[config.mk]
export PLATFORM = sky130hd
export DESIGN_NAME = mips_mc_control_flat
export DESIGN_NICKNAME = d
export VERILOG_FILES = /design/src/rtl/mips_mc_control_pkg.sv /design/src/rtl/mips_mc_control_if.sv /design/src/rtl/mips_mc_control_wait_timer.sv /design/src/rtl/mips_mc_control.sv /design/src/flat_wrapper.sv
export SDC_FILE = /design/constraint.sdc
export NUM_CORES = 1
export LEC_CHECK = 0
export BUFFER_PORTS_ARGS = -buffer_cell sky130_fd_sc_hd__buf_2
export CORE_UTILIZATION = 45
export DETAILED_ROUTE_END_ITERATION = 10
export PLACE_DENSITY = 0.68
export SETUP_SLACK_MARGIN = 0.05
export SYNTH_ARGS = -nofsm -noshare
export SYNTH_HDL_FRONTEND = slang
export SYNTH_HIERARCHICAL = 1
export SYNTH_SLANG_ARGS = --single-unit
[constraint.sdc]
create_clock -name clk -period 5.9 [get_ports clk]
set_input_delay 0.295 -clock clk [delete_from_list [all_inputs] [get_ports clk]]
set_output_delay 0.295 -clock clk [all_outputs]
set_load 0.005 [all_outputs]
[src/rtl/mips_mc_control_pkg.sv]
// rtl/mips_mc_control_pkg.sv - shared types and encodings for the multi-cycle MIPS control FSM
package mips_ctrl_pkg;

    // The encoding values appear on the debug state port, so they must stay fixed.
    typedef enum logic [3:0] {
        S_FETCH     = 4'd0,
        S_DECODE    = 4'd1,
        S_MEM_ADDR  = 4'd2,
        S_MEM_READ  = 4'd3,
        S_MEM_WB    = 4'd4,
        S_MEM_WRITE = 4'd5,
        S_R_EXEC    = 4'd6,
        S_R_WB      = 4'd7,
        S_BRANCH    = 4'd8,
        S_JUMP      = 4'd9,
        S_ADDI_EXEC = 4'd10,
        S_ADDI_WB   = 4'd11,
        S_FAULT     = 4'd15
    } state_t;

    localparam logic [5:0] OP_RTYPE = 6'h00;
    localparam logic [5:0] OP_LW    = 6'h23;
    localparam logic [5:0] OP_SW    = 6'h2B;
    localparam logic [5:0] OP_BEQ   = 6'h04;
    localparam logic [5:0] OP_J     = 6'h02;
    localparam logic [5:0] OP_ADDI  = 6'h08;

    localparam logic [1:0] SRC_B_REG      = 2'b00;
    localparam logic [1:0] SRC_B_FOUR     = 2'b01;
    localparam logic [1:0] SRC_B_IMM      = 2'b10;
    localparam logic [1:0] SRC_B_IMM_SHL2 = 2'b11;

    localparam logic [1:0] ALU_ADD   = 2'b00;
    localparam logic [1:0] ALU_SUB   = 2'b01;
    localparam logic [1:0] ALU_FUNCT = 2'b10;

    localparam logic [1:0] PC_SRC_ALU    = 2'b00;
    localparam logic [1:0] PC_SRC_ALUOUT = 2'b01;
    localparam logic [1:0] PC_SRC_JUMP   = 2'b10;

    localparam logic [1:0] FAULT_NONE    = 2'b00;
    localparam logic [1:0] FAULT_ILLEGAL = 2'b01;
    localparam logic [1:0] FAULT_TIMEOUT = 2'b10;

    // States that own the memory port and therefore wait on mem_ready.
    function automatic logic is_mem_state(input state_t s);
        return (s == S_FETCH) || (s == S_MEM_READ) || (s == S_MEM_WRITE);
    endfunction

endpackage

[src/rtl/mips_mc_control_if.sv]
// rtl/mips_mc_control_if.sv - control bus between the FSM (master) and the shared datapath (slave)
// Datapath status : opcode (IR[31:26]), zero (ALU flag), mem_ready (memory access done)
// Control outputs : pc_we, iord, mem_rd, mem_wr, ir_we, reg_dst, mem_to_reg, reg_we,
//                   alu_src_a, alu_src_b[1:0], alu_op[1:0], pc_src[1:0]
interface mips_mc_control_if;
    logic [5:0] opcode;
    logic       zero;
    logic       mem_ready;

    logic       pc_we;
    logic       iord;
    logic       mem_rd;
    logic       mem_wr;
    logic       ir_we;
    logic       reg_dst;
    logic       mem_to_reg;
    logic       reg_we;
    logic       alu_src_a;
    logic [1:0] alu_src_b;
    logic [1:0] alu_op;
    logic [1:0] pc_src;

    modport master (
        input  opcode, zero, mem_ready,
        output pc_we, iord, mem_rd, mem_wr, ir_we, reg_dst, mem_to_reg, reg_we,
               alu_src_a, alu_src_b, alu_op, pc_src
    );

    modport slave (
        output opcode, zero, mem_ready,
        input  pc_we, iord, mem_rd, mem_wr, ir_we, reg_dst, mem_to_reg, reg_we,
               alu_src_a, alu_src_b, alu_op, pc_src
    );
endinterface

[src/rtl/mips_mc_control_wait_timer.sv]
// rtl/mips_mc_control_wait_timer.sv - memory wait-state counter with timeout compare
// clk, rst_n : clock, asynchronous active-low reset
// start      : state is changing this cycle; counter restarts from 0 for the next state
// ready      : memory completes the access this cycle
// enable     : current state is a memory state
// expired    : limit reached with the access still outstanding
module mips_mem_wait_timer #(
    parameter int unsigned MEM_TIMEOUT = 15
) (
    input  logic clk,
    input  logic rst_n,
    input  logic start,
    input  logic ready,
    input  logic enable,
    output logic expired
);
    localparam logic [7:0] LIMIT = 8'(MEM_TIMEOUT);

    logic [7:0] wait_cnt;

    always_ff @(posedge clk or negedge rst_n) begin
        if (!rst_n) begin
            wait_cnt <= 8'd0;
        end else if (start) begin
            wait_cnt <= 8'd0;
        end else if (enable && !ready && (wait_cnt != 8'hFF)) begin
            // Saturate so a disabled timeout cannot wrap back into a false match.
            wait_cnt <= wait_cnt + 8'd1;
        end
    end

    // A ready on the limit cycle wins: it is a completion, not a timeout.
    assign expired = (MEM_TIMEOUT != 0) && enable && !ready && (wait_cnt == LIMIT);

endmodule

[src/rtl/mips_mc_control.sv]
// rtl/mips_mc_control.sv - multi-cycle MIPS main control FSM with memory wait/timeout and retire counter
// clk, rst_n  : clock, asynchronous active-low reset
// bus         : mips_mc_control_if.master (opcode/zero/mem_ready in, datapath controls out)
// fault       : sticky fault code (00 none, 01 illegal opcode, 10 bus timeout)
// instr_count : retired instructions, wraps
// state       : current state encoding
module mips_mc_control
    import mips_ctrl_pkg::*;
#(
    parameter int unsigned MEM_TIMEOUT = 15,
    parameter int unsigned CNT_W       = 32
) (
    input  logic                clk,
    input  logic                rst_n,
    mips_mc_control_if.master   bus,
    output logic [1:0]          fault,
    output logic [CNT_W-1:0]    instr_count,
    output logic [3:0]          state
);
    state_t             state_q, next_state;
    logic [1:0]         fault_q, fault_set;
    logic [CNT_W-1:0]   count_q;
    logic               retire;
    logic               timer_start, timer_enable, timer_expired;

    logic       pc_we, iord, mem_rd, mem_wr, ir_we, reg_dst, mem_to_reg, reg_we, alu_src_a;
    logic [1:0] alu_src_b, alu_op, pc_src;

    assign timer_enable = is_mem_state(state_q);
    assign timer_start  = (next_state != state_q);

    mips_mem_wait_timer #(
        .MEM_TIMEOUT (MEM_TIMEOUT)
    ) u_wait_timer (
        .clk     (clk),
        .rst_n   (rst_n),
        .start   (timer_start),
        .ready   (bus.mem_ready),
        .enable  (timer_enable),
        .expired (timer_expired)
    );

    // Outputs are gated by rst_n so that asserting reset kills every strobe
    // immediately, without waiting for the asynchronous state reset to settle.
    always_comb begin
        next_state = state_q;
        fault_set  = FAULT_NONE;
        retire     = 1'b0;
        pc_we      = 1'b0;
        iord       = 1'b0;
        mem_rd     = 1'b0;
        mem_wr     = 1'b0;
        ir_we      = 1'b0;
        reg_dst    = 1'b0;
        mem_to_reg = 1'b0;
        reg_we     = 1'b0;
        alu_src_a  = 1'b0;
        alu_src_b  = SRC_B_REG;
        alu_op     = ALU_ADD;
        pc_src     = PC_SRC_ALU;

        if (rst_n) begin
            case (state_q)
                S_FETCH: begin
                    mem_rd    = 1'b1;
                    alu_src_b = SRC_B_FOUR;
                    ir_we     = bus.mem_ready;
                    pc_we     = bus.mem_ready;
                    if (bus.mem_ready) begin
                        next_state = S_DECODE;
                    end else if (timer_expired) begin
                        next_state = S_FAULT;
                        fault_set  = FAULT_TIMEOUT;
                    end
                end
                S_DECODE: begin
                    // Branch target computed speculatively into ALUOut.
                    alu_src_b = SRC_B_IMM_SHL2;
                    case (bus.opcode)
                        OP_RTYPE:     next_state = S_R_EXEC;
                        OP_LW, OP_SW: next_state = S_MEM_ADDR;
                        OP_BEQ:       next_state = S_BRANCH;
                        OP_J:         next_state = S_JUMP;
                        OP_ADDI:      next_state = S_ADDI_EXEC;
                        default: begin
                            next_state = S_FAULT;
                            fault_set  = FAULT_ILLEGAL;
                        end
                    endcase
                end
                S_MEM_ADDR: begin
                    alu_src_a  = 1'b1;
                    alu_src_b  = SRC_B_IMM;
                    next_state = (bus.opcode == OP_LW) ? S_MEM_READ : S_MEM_WRITE;
                end
                S_MEM_READ: begin
                    mem_rd = 1'b1;
                    iord   = 1'b1;
                    if (bus.mem_ready) begin
                        next_state = S_MEM_WB;
                    end else if (timer_expired) begin
                        next_state = S_FAULT;
                        fault_set  = FAULT_TIMEOUT;
                    end
                end
                S_MEM_WB: begin
                    reg_we     = 1'b1;
                    mem_to_reg = 1'b1;
                    retire     = 1'b1;
                    next_state = S_FETCH;
                end
                S_MEM_WRITE: begin
                    mem_wr = 1'b1;
                    iord   = 1'b1;
                    if (bus.mem_ready) begin
                        retire     = 1'b1;
                        next_state = S_FETCH;
                    end else if (timer_expired) begin
                        next_state = S_FAULT;
                        fault_set  = FAULT_TIMEOUT;
                    end
                end
                S_R_EXEC: begin
                    alu_src_a  = 1'b1;
                    alu_op     = ALU_FUNCT;
                    next_state = S_R_WB;
                end
                S_R_WB: begin
                    reg_we     = 1'b1;
                    reg_dst    = 1'b1;
                    retire     = 1'b1;
                    next_state = S_FETCH;
                end
                S_BRANCH: begin
                    alu_src_a  = 1'b1;
                    alu_op     = ALU_SUB;
                    pc_src     = PC_SRC_ALUOUT;
                    pc_we      = bus.zero;
                    retire     = 1'b1;
                    next_state = S_FETCH;
                end
                S_JUMP: begin
                    pc_src     = PC_SRC_JUMP;
                    pc_we      = 1'b1;
                    retire     = 1'b1;
                    next_state = S_FETCH;
                end
                S_ADDI_EXEC: begin
                    alu_src_a  = 1'b1;
                    alu_src_b  = SRC_B_IMM;
                    next_state = S_ADDI_WB;
                end
                S_ADDI_WB: begin
                    reg_we     = 1'b1;
                    retire     = 1'b1;
                    next_state = S_FETCH;
                end
                default: begin
                    // S_FAULT and unused encodings park here until reset.
                    next_state = S_FAULT;
                end
            endcase
        end
    end

    always_ff @(posedge clk or negedge rst_n) begin
        if (!rst_n) begin
            state_q <= S_FETCH;
            fault_q <= FAULT_NONE;
            count_q <= '0;
        end else begin
            state_q <= next_state;
            if ((fault_q == FAULT_NONE) && (fault_set != FAULT_NONE)) begin
                fault_q <= fault_set;
            end
            if (retire) begin
                count_q <= count_q + CNT_W'(1);
            end
        end
    end

    assign bus.pc_we      = pc_we;
    assign bus.iord       = iord;
    assign bus.mem_rd     = mem_rd;
    assign bus.mem_wr     = mem_wr;
    assign bus.ir_we      = ir_we;
    assign bus.reg_dst    = reg_dst;
    assign bus.mem_to_reg = mem_to_reg;
    assign bus.reg_we     = reg_we;
    assign bus.alu_src_a  = alu_src_a;
    assign bus.alu_src_b  = alu_src_b;
    assign bus.alu_op     = alu_op;
    assign bus.pc_src     = pc_src;

    assign fault       = fault_q;
    assign instr_count = count_q;
    assign state       = state_q;

endmodule

[src/flat_wrapper.sv]
// flat-port wrapper written by rule: the top's interface ports become plain ports
module mips_mc_control_flat import mips_ctrl_pkg::*;
#(
    parameter int unsigned MEM_TIMEOUT = 15,
    parameter int unsigned CNT_W       = 32
)
  (clk, rst_n, fault, instr_count, state, bus_opcode, bus_zero, bus_mem_ready, bus_pc_we, bus_iord, bus_mem_rd, bus_mem_wr, bus_ir_we, bus_reg_dst, bus_mem_to_reg, bus_reg_we, bus_alu_src_a, bus_alu_src_b, bus_alu_op, bus_pc_src);
  mips_mc_control_if bus_i ();
  input  logic clk;
  input  logic rst_n;
  output logic [1:0] fault;
  output logic [CNT_W-1:0] instr_count;
  output logic [3:0] state;
  input wire logic [$bits(bus_i.opcode)-1:0] bus_opcode;
  input wire logic [$bits(bus_i.zero)-1:0] bus_zero;
  input wire logic [$bits(bus_i.mem_ready)-1:0] bus_mem_ready;
  output wire logic [$bits(bus_i.pc_we)-1:0] bus_pc_we;
  output wire logic [$bits(bus_i.iord)-1:0] bus_iord;
  output wire logic [$bits(bus_i.mem_rd)-1:0] bus_mem_rd;
  output wire logic [$bits(bus_i.mem_wr)-1:0] bus_mem_wr;
  output wire logic [$bits(bus_i.ir_we)-1:0] bus_ir_we;
  output wire logic [$bits(bus_i.reg_dst)-1:0] bus_reg_dst;
  output wire logic [$bits(bus_i.mem_to_reg)-1:0] bus_mem_to_reg;
  output wire logic [$bits(bus_i.reg_we)-1:0] bus_reg_we;
  output wire logic [$bits(bus_i.alu_src_a)-1:0] bus_alu_src_a;
  output wire logic [$bits(bus_i.alu_src_b)-1:0] bus_alu_src_b;
  output wire logic [$bits(bus_i.alu_op)-1:0] bus_alu_op;
  output wire logic [$bits(bus_i.pc_src)-1:0] bus_pc_src;
  assign bus_i.opcode = bus_opcode;
  assign bus_i.zero = bus_zero;
  assign bus_i.mem_ready = bus_mem_ready;
  assign bus_pc_we = bus_i.pc_we;
  assign bus_iord = bus_i.iord;
  assign bus_mem_rd = bus_i.mem_rd;
  assign bus_mem_wr = bus_i.mem_wr;
  assign bus_ir_we = bus_i.ir_we;
  assign bus_reg_dst = bus_i.reg_dst;
  assign bus_mem_to_reg = bus_i.mem_to_reg;
  assign bus_reg_we = bus_i.reg_we;
  assign bus_alu_src_a = bus_i.alu_src_a;
  assign bus_alu_src_b = bus_i.alu_src_b;
  assign bus_alu_op = bus_i.alu_op;
  assign bus_pc_src = bus_i.pc_src;
  mips_mc_control #(.MEM_TIMEOUT(MEM_TIMEOUT), .CNT_W(CNT_W)) u_core (.clk(clk), .rst_n(rst_n), .bus(bus_i), .fault(fault), .instr_count(instr_count), .state(state));
endmodule
==> results by group <==
Outcome
  – Outcome: finished clean

Pwr
  – Pwr dens: approximately 330 nW/µm²
  – Leakage Power: about 1.6 nW
  – Worst ir drop on vdd: 0.2364 mV

Clocking
  – Clock Sink Count: 46
  – CTS tree: done
  – Clock Latency Late Sink: between 300 and 400 ps
  – Post-CTS Setup Repair Bufs: 0
  – Num CTS Buffers: 5
  – Htree depth: 2
  – Clock buffer depth: 2
  – Hold Buf Count CTS: 0
  – Root Driver: clkbuf_8
  – Reg clk slew, reported paths: ~90 ps
  – CTS resizes: 0

Global routing
  – First-pass GRT wire length: 10.76 mm
  – Largest net degree at the start of global routing: 60
  – Antenna violations before repair: 0
  – Vias in the first global route: 2272
  – GRT Overall Usage: between 20% and 30%
  – Grt ovf: 0

Yosys
  – Sequential fraction of the synthesis area: 40.37%
  – Top cells by area, synth: dfrtp_1 40%, xnor2_1 6.8%, xor2_1 4.3%
  – Post-synth top flop: dfrtp_1
  – Post-synth top area cell: dfrtp_1
  – Yosys top cell area share: 40.37%
  – Synthesized instance count: roughly 310
  – EDFF count, synth: 0
  – Yosys warns: 6
  – Avg Cell Area, Syn: approximately 9.1 µm²
  – Post-Syn Nets: 325
  – Synth Register Bits: 46
  – Distinct cells, synth: 59
  – Async SR Flop Fraction: 100.0%
  – Synthesized area: 2851 µm²

Die
  – Die area: 6659 µm²
  – Die height: a little over 80 µm
  – Row cnt: 28
  – Initial core utilization: 47.32%
  – I/O pin total: 63
  – Die width: approximately 82 µm
  – Core Box Area: 6026 µm²

Detailed routing
  – Routed vias: ~2600
  – 1st-iter DRT viols: ~180
  – WL final: 6.528 mm
  – DRC: 0
  – Uppermost layer routed: met4
  – Avg Vias per Cell: 5.780
  – Met2 routed WL: 3.136 mm
  – DRT antenna net count: 0
  – WL met1: 2.950 mm
  – Met3 wire length: 364 µm
  – WL per Instance: 14.67 µm
  – Pre-Repair DR Iteration Count: 5

Finish
  – Area taken by flip-flops and latches: 1151 µm²
  – Antenna cells: 0
  – Share of cells above drive strength 1: around 24%
  – Nets: 381
  – Filler instances: slightly below 600
  – Area occupied by multi-input gates: ~1600 µm²
  – Area growth from synthesis to layout: 15.58%

Timing
  – Min cycle time layout: ~3900 ps
  – RSZ-0062 raised after global routing: false
  – Setup Skew: 7.288 ps
  – Fin Hold WS: 142.5 ps
  – Slew @ Worst Pin: between 700 and 800 ps
  – Setup WS post-layout: 1951 ps
  – Endpoints failing setup: 0
  – Slew Limit Fails: 0
  – Setup TNS: 0 ps
  – Final worst-path cycle share: 66.94%
  – Max Freq: 253.2 MHz
  – Final-report hold violation count: 0
  – Max_slew headroom: 49.03%

Setup path
  – Most common cell on crit path: nand2_1
  – Crit path cell chain: xnor2_1 -> nand2_1 -> a21oi_1 -> and4b_1 -> and3_1 -> nor4bb_1 -> nand2_1 -> nand2_1 -> a2111oi_0 -> mux2_2 -> o221ai_1 -> nor3_1
  – CP required: 6050 ps
  – Reg-to-reg endpoint: u_core/u_wait_timer/wait_cnt[2]
  – Startpoint Class: flop
  – Critical path class: flop to flop
  – Crit path from: u_core/state[2]
  – Critical Path AT: 4100 ps
  – Worst r2r src: u_core/state[2]
  – Crit-path max FO: 21
  – Reg2Reg Depth: 12
  – Reg2reg setup slack: 1950 ps
  – Crit. End Element: flop
  – Crit-path slowest cell: dfrtp_1
  – Max incr delay on CP: just under 800 ps

Worst hold path
  – HP Class: primary input to async pin

Place
  – HPWL Detailed: 4.563 mm
  – Routability cong.: 0.8748
  – IO Port Bufs: 62
  – Placement Setup Slack: 2005 ps

Flow run
  – Max-Cap Viols: 0
-- worst max-delay path by stage --
stage | endpoint | slack [ps] | cells past startpoint
after floorplan | u_core/u_wait_timer/wait_cnt[2] | 2580 | 16
after global placement | u_core/u_wait_timer/wait_cnt[6] | 2200 | 12
after detailed placement | u_core/u_wait_timer/wait_cnt[2] | 2010 | 12
after CTS | u_core/u_wait_timer/wait_cnt[2] | 1980 | 12
after global routing | u_core/u_wait_timer/wait_cnt[2] | 1380 | 12
final | u_core/u_wait_timer/wait_cnt[2] | 1950 | 12
-- state kept, by name, indices dropped and copies added, names as in the netlist --
| name | count |
|---|---|
| u_core/fault | 2 |
| u_core/instr_count | 32 |
| u_core/u_wait_timer/wait_cnt | 8 |
| u_core/state | 4 |
-- worst max-delay path, delay by kind of cell (launching register included) --
family                    cells  cell delay [ps]
DFF                           1              770
xor gates and xnor gates      1              190
AOI/OAI and AO/OA             3              940
and+or+nand+nor               7             1570
muxes                         1              310
-- through the flow --
stage                     cell area [µm²]  util (%)  std cells  power, mW
after global routing                 3296     54.69        445      1.176
after floorplan                      2851         -        313     0.7576
after global placement               3203     53.16        437     0.8852
after CTS                            3296     54.69        445      1.094
final                                3296     54.69        445      1.090
after detailed placement             3203     53.16        437     0.8892
-- power breakdown --
| group | switching (mW) | internal [mW] |
|---|---|---|
| clock network | 0.114 | 0.0848 |
| logic | 0.253 | 0.185 |
| registers | 0.106 | 0.347 |
-- placed cells by master, fill, tap and decap left out, types with 2 or more instances in the layout --
cell type	count
o31ai_1	2
and3_1	7
nor2_1	32
mux2i_1	2
buf_2	62
clkinvlp_4	2
a31oi_1	2
a211oi_1	2
nor4b_1	2
nand4_4	3
o21ai_0	12
a2111oi_0	2
and4_1	6
nand2b_1	2
nand3_1	16
xnor2_1	22
mux2_2	2
ha_1	2
o211ai_1	3
clkbuf_8	5
xor2_1	14
a21oi_1	20
nor3_1	12
nand2_1	28
nand4_1	8
nor2b_1	4
or3_1	2
nor3_2	3
inv_1	10
dfrtp_1	46
nor4_1	5
a31o_2	2
-- Yosys cell counts (all sizes together), types with 3 or more instances --
cell     n
buf      7
nor4b    3
xnor2   22
nand2   28
o21ai   14
nor2    32
inv     10
dfrtp   46
nand3   16
clkbuf   7
and4     6
nor2b    5
o211ai   3
nor3    15
nand4   11
nor4     7
xor2    14
and3     8
a21oi   21
-- metal layers --
layer | global-route usage [%] | up-vias
met5 | 0 | -
met4 | 6.491 | 0
met3 | 4.000 | 7
met2 | 33.50 | 78
met1 | 28.02 | 1244
li1 | - | 1243
-- cell type report --
class | count | share of cell area [%]
Clock inverter | 3 | 0.7213
Clock buffer | 5 | 2.088
Multi-Input combinational cell | 242 | 48.37
Tap cell | 75 | 2.847
Sequential cell | 46 | 34.93
Inverter | 11 | 1.405
Timing Repair Buffer | 63 | 9.643
-- kinds of logic after synthesis --
family	share of synthesized area [%]
compound gates	13.25
xor+xnor	11.06
fa+ha+maj	0.8774
buf+inv	3.730
flops	40.37
mux	1.492
simple gates	29.22
Note: power is estimated with default switching activity, not from simulation.
